--- config.mk ---
export PLATFORM = sky130hd
export DESIGN_NAME = fetch_sequencer
export DESIGN_NICKNAME = d
export VERILOG_FILES = /design/src/rtl/fetch_sequencer.sv
export SDC_FILE = /design/constraint.sdc
export NUM_CORES = 1
export LEC_CHECK = 0
export ABC_CLOCK_PERIOD_IN_PS = 5600
export CAP_MARGIN = 20
export CELL_PAD_IN_SITES_DETAIL_PLACEMENT = 0
export CELL_PAD_IN_SITES_GLOBAL_PLACEMENT = 1
export CORE_AREA = 5 5 116 139
export DETAILED_ROUTE_END_ITERATION = 8
export DIE_AREA = 0 0 121 144
export DONT_BUFFER_PORTS = 1
export GPL_ROUTABILITY_DRIVEN = 0
export PLACE_DENSITY = 0.72
export SYNTH_ARGS = -nofsm -noshare
export SYNTH_HDL_FRONTEND = slang
export SYNTH_SLANG_ARGS = --single-unit
--- constraint.sdc ---
create_clock -name clk -period 5.6 [get_ports clk]
set_clock_uncertainty 0.15 [all_clocks]
set_input_delay 0.56 -clock clk [delete_from_list [all_inputs] [get_ports clk]]
set_output_delay 0.56 -clock clk [all_outputs]
set_load 0.02 [all_outputs]
--- src/rtl/fetch_sequencer.sv ---
// Instruction fetch sequencer: fetches one or two 16-bit words per instruction,
// holds the assembled instruction for execute, and handles branch redirects.
module fetch_sequencer #(
  parameter logic [15:0] RESET_PC = 16'h0000
) (
  input  logic        clk,
  input  logic        rst,
  output logic        mem_req,
  output logic [15:0] mem_addr,
  input  logic        mem_ack,
  input  logic [15:0] mem_rdata,
  input  logic        dec_imm_valid,
  output logic [31:0] instr,
  output logic [15:0] instr_pc,
  output logic        instr_valid,
  input  logic        instr_ready,
  input  logic        redirect_valid,
  input  logic [15:0] redirect_target,
  output logic [15:0] retired
);

  typedef enum logic [2:0] {
    IDLE     = 3'd0,
    FETCH_HI = 3'd1,
    FETCH_LO = 3'd2,
    HOLD     = 3'd3,
    DRAIN    = 3'd4
  } state_t;

  state_t      r_state;
  logic [15:0] r_pc;
  logic        r_imm;
  logic        r_mem_req;
  logic [15:0] r_mem_addr;
  logic [31:0] r_instr;
  logic [15:0] r_instr_pc;
  logic        r_instr_valid;
  logic [15:0] r_retired;

  logic [15:0] w_pc_plus1;
  logic [15:0] w_pc_next;

  assign w_pc_plus1 = r_pc + 16'd1;
  assign w_pc_next  = r_pc + (r_imm ? 16'd2 : 16'd1);

  always_ff @(posedge clk or posedge rst) begin
    if (rst) begin
      r_state       <= IDLE;
      r_pc          <= RESET_PC;
      r_imm         <= 1'b0;
      r_mem_req     <= 1'b0;
      r_mem_addr    <= RESET_PC;
      r_instr       <= 32'h0;
      r_instr_pc    <= RESET_PC;
      r_instr_valid <= 1'b0;
      r_retired     <= 16'h0;
    end else begin
      case (r_state)
        IDLE: begin
          r_state    <= FETCH_HI;
          r_mem_req  <= 1'b1;
          r_mem_addr <= r_pc;
        end
        FETCH_HI, FETCH_LO: begin
          if (redirect_valid) begin
            // An unacked request must still complete, so park in DRAIN on the old address.
            r_pc          <= redirect_target;
            r_instr_valid <= 1'b0;
            if (mem_ack) begin
              r_state    <= FETCH_HI;
              r_mem_addr <= redirect_target;
            end else begin
              r_state <= DRAIN;
            end
          end else if (mem_ack) begin
            if (r_state == FETCH_HI) begin
              r_instr[31:16] <= mem_rdata;
              r_instr_pc     <= r_pc;
              r_imm          <= dec_imm_valid;
              if (dec_imm_valid) begin
                r_state    <= FETCH_LO;
                r_mem_addr <= w_pc_plus1;
              end else begin
                r_instr[15:0] <= 16'h0;
                r_state       <= HOLD;
                r_mem_req     <= 1'b0;
                r_instr_valid <= 1'b1;
              end
            end else begin
              r_instr[15:0] <= mem_rdata;
              r_state       <= HOLD;
              r_mem_req     <= 1'b0;
              r_instr_valid <= 1'b1;
            end
          end
        end
        HOLD: begin
          if (instr_ready)
            r_retired <= r_retired + 16'd1;
          if (redirect_valid || instr_ready) begin
            r_state       <= FETCH_HI;
            r_mem_req     <= 1'b1;
            r_instr_valid <= 1'b0;
            r_pc          <= redirect_valid ? redirect_target : w_pc_next;
            r_mem_addr    <= redirect_valid ? redirect_target : w_pc_next;
          end
        end
        DRAIN: begin
          if (redirect_valid) begin
            r_pc <= redirect_target;
          end else if (mem_ack) begin
            r_state    <= FETCH_HI;
            r_mem_addr <= r_pc;
          end
        end
        default: begin
          r_state   <= IDLE;
          r_mem_req <= 1'b0;
        end
      endcase
    end
  end

  assign mem_req     = r_mem_req;
  assign mem_addr    = r_mem_addr;
  assign instr       = r_instr;
  assign instr_pc    = r_instr_pc;
  assign instr_valid = r_instr_valid;
  assign retired     = r_retired;

endmodule

==> flow_metrics.env <==
export IMPL_outcome="completed"
export IMPL_cts_max_path_buffers=2
export IMPL_cts_inserted_buffers=9
export IMPL_synth_compound_area_frac=0.190
export IMPL_ios=120
export IMPL_grt_pass1_vias=4316
export IMPL_use_met2=0.301
export IMPL_cts_reportedPaths_clkPinSlew_ns=0.07
export IMPL_die_x_um=121
export IMPL_period_share=0.521
export IMPL_clk_latency_ns=0.35
export IMPL_ir_drop_mv=0.222
export IMPL_synth_edff_count=0
export IMPL_wirelength_mm=15.6
export IMPL_syn_instance_count=576
export IMPL_grt_use_total=0.182
export IMPL_leakage_nw=2.51
export IMPL_max_stage_delay_ns=0.82
export IMPL_cap_violations=0
export IMPL_r2r_worst_path_cells=4
export IMPL_vias=4372
export IMPL_num_antenna_cells=0
export IMPL_synth_avg_cell_area_um2=9.91
export IMPL_rsz0062_at_grt="no"
export IMPL_critPathKind="register to register"
export IMPL_syn_area_mm2=0.00571
export IMPL_drt_iter0_drc=280
export IMPL_crit_family="simple AND/OR/NAND/NOR gates"
export IMPL_reg2reg_to="instr[20]$_DFFE_PP0P_"
export IMPL_synth_simple_gate_area_share=0.163
export IMPL_post_route_drc_count=0
export IMPL_synth_seq_area_share=0.447
export IMPL_cts_tree="yes"
export IMPL_finalHoldViolations=0
export IMPL_grt_pass1_wl_mm=24.6
export IMPL_ys_ff_latch=102
export IMPL_period_needed_ns=2.92
export IMPL_rrSetupSlack_ns=2.68
export IMPL_nNetsFinal=590
export IMPL_dp_hpwl_mm=11.0
export IMPL_async_reset_ff_frac=1.00
export IMPL_cts_num_sinks=102
export IMPL_path_max_fanout=36
export IMPL_via_per_inst=5.80
export IMPL_fp_dieH_um=144
export IMPL_worst_path_max_delay_cell="nand3_2"
export IMPL_synth_top_family_by_area="compound AO/OA/AOI/OAI gates"
export IMPL_setup_violations=0
export IMPL_rows=49
export IMPL_yosysUniqueCellTypes=72
export IMPL_required_ns=5.67
export IMPL_avgRoutedWirePerCell_um=20.7
export IMPL_path_depth=4
export IMPL_cts_resized=0
export IMPL_layout_drive_gt1_share=0.145
export IMPL_cts_hold_buf=0
export IMPL_cp_end_kind="register"
export IMPL_syn_num_nets=619
export IMPL_worst_pin_slew_ns=0.988
export IMPL_start_util=0.386
export IMPL_path_cells="inv_2 -> nor2_1 -> nand3_2 -> mux2_2"
export IMPL_use_met1=0.215
export IMPL_use_met3=0.0563
export IMPL_hold_class="primary input to asynchronous set/reset pin"
export IMPL_postCtsSetupBuffers=0
export IMPL_total_power_mw=3.76
export IMPL_port_buffers=0
export IMPL_die_area_mm2=0.0174
export IMPL_core_area_mm2=0.0148
export IMPL_clock_tree_root_cell="clkbuf_16"
export IMPL_ant_nets=0
export IMPL_antenna_found_initial=0
export IMPL_synth_fa_ha_area_frac=0.0123
export IMPL_setup_tns_ns=0
export IMPL_grt_ovfl_total=0
export IMPL_grt_max_degree=61
export IMPL_htree_levels=3
export IMPL_area_growth_pct=5.11
export IMPL_worstPathArrival_ns=2.99
export IMPL_synthXorXnorAreaFrac=0.0548
export IMPL_critPathBufInv=1
export IMPL_startpoint="r_state[0]$_DFFE_PP0P_"
export IMPL_synth_flop_cell="dfrtp_1"
export IMPL_muxShareOfSynthArea=0.0706
export IMPL_busiest_layer="met2"
export IMPL_report_final_slew_viol_count=0
export IMPL_startpoint_type="register"
export IMPL_max_slew_margin=0.340
export IMPL_endpoint="instr[20]$_DFFE_PP0P_"
export IMPL_r2r_start="r_state[0]$_DFFE_PP0P_"
export IMPL_power_density_mw_per_mm2=627
export IMPL_fmax_ghz=0.343
export IMPL_yosys_warnings=0
export IMPL_dr_pass1_iters=5
==> through the flow <==
stage	hold WS (ns)	util	std cells	setup WS [ns]	instance area (um2)
final	0.0215	0.406	754	2.68	6000
after global routing	0.0865	0.406	754	2.52	6000
after CTS	0.0453	0.406	754	2.73	6000
after detailed placement	0.420	0.387	740	2.75	5720
after global placement	0.410	0.387	740	2.89	5720
after floorplan	0.412	-	576	2.21	5710
==> cell usage in the layout, fill, tap and decap left out, types with 15 or more instances in the layout <==
cell	count
o21ai_0	37
xnor2_1	22
a22o_1	17
nor2_1	25
nor3_1	15
nand3_1	15
nand2_1	56
mux2_2	33
dfrtp_1	102
inv_1	18
a21oi_1	42
==> report_power, final <==
part           switching (mW)  leakage (nW)  internal, mW
logic                   0.812          1.10         0.596
registers               0.689          1.27          1.05
clock network           0.273         0.130         0.341
total                    1.77          2.51          1.99
==> kinds of logic after synthesis <==
| family | Yosys count |
|---|---|
| multiplexers | 36 |
| adder cells (fa/ha/maj) | 5 |
| buffers and inverters | 64 |
| XOR/XNOR | 34 |
| AO/OA/AOI/OAI | 166 |
| flip-flops | 102 |
| AND/OR/NAND/NOR | 169 |
==> state kept, by name, indices dropped and copies added, names as in the netlist <==
name and cells:
r_state 3, instr_valid 1, mem_addr 16, r_pc 16, r_imm 1, instr 32
mem_req 1, retired 16, instr_pc 16
==> synth_stat cells, types with 4 or more instances <==
master,n,area share
buf_4,11,0.014
o211ai_1,7,0.0092
nand2b_1,9,0.0099
nand4_1,6,0.0066
a31oi_1,6,0.0066
clkbuf_1,6,0.0039
dfrtp_1,102,0.45
a21oi_1,42,0.037
nor3_1,15,0.013
buf_2,21,0.018
o21ai_0,37,0.032
a22o_1,17,0.026
mux2_2,33,0.065
o22ai_1,10,0.011
xnor2_1,22,0.034
nor2b_1,4,0.0044
xor2_1,10,0.015
inv_1,19,0.012
nor2_1,25,0.016
a22oi_1,4,0.0053
and3_1,7,0.0077
nand2_1,56,0.037
ha_1,4,0.0088
a222oi_1,4,0.0070
buf_6,5,0.0099
nand3_2,6,0.011
nand3_1,15,0.013
o21ai_1,9,0.0079
==> area by class of cell <==
type	instances	area (um2)
fill	1466	8780
multi-input combinational	410	2810
sequential	102	2550
tap	204	255
clock buffer	10	229
inverter	20	77.6
clock inverter	4	50.0
timing repair buffer	4	30.0
==> per-layer routing <==
metal / up-vias / wire [um]
met4: 0 / 539
met1: 2151 / 6160
met3: 29 / 1460
met2: 181 / 7470
li1: 2011 / -
met5: - / 0
==> worst min-delay path by stage <==
stage / cells after the start / start / end / slack [ns]
floorplan: 1 / r_imm$_DFFE_PP0P_ / r_imm$_DFFE_PP0P_ / 0.41
global placement: 1 / rst / retired[13]$_DFFE_PP0P_ / 0.41
detailed placement: 1 / rst / retired[13]$_DFFE_PP0P_ / 0.42
CTS: 1 / rst / retired[15]$_DFFE_PP0P_ / 0.05
global route: 1 / rst / retired[12]$_DFFE_PP0P_ / 0.09
finish: 1 / rst / retired[15]$_DFFE_PP0P_ / 0.02
Power figures use the tool's default switching activity.
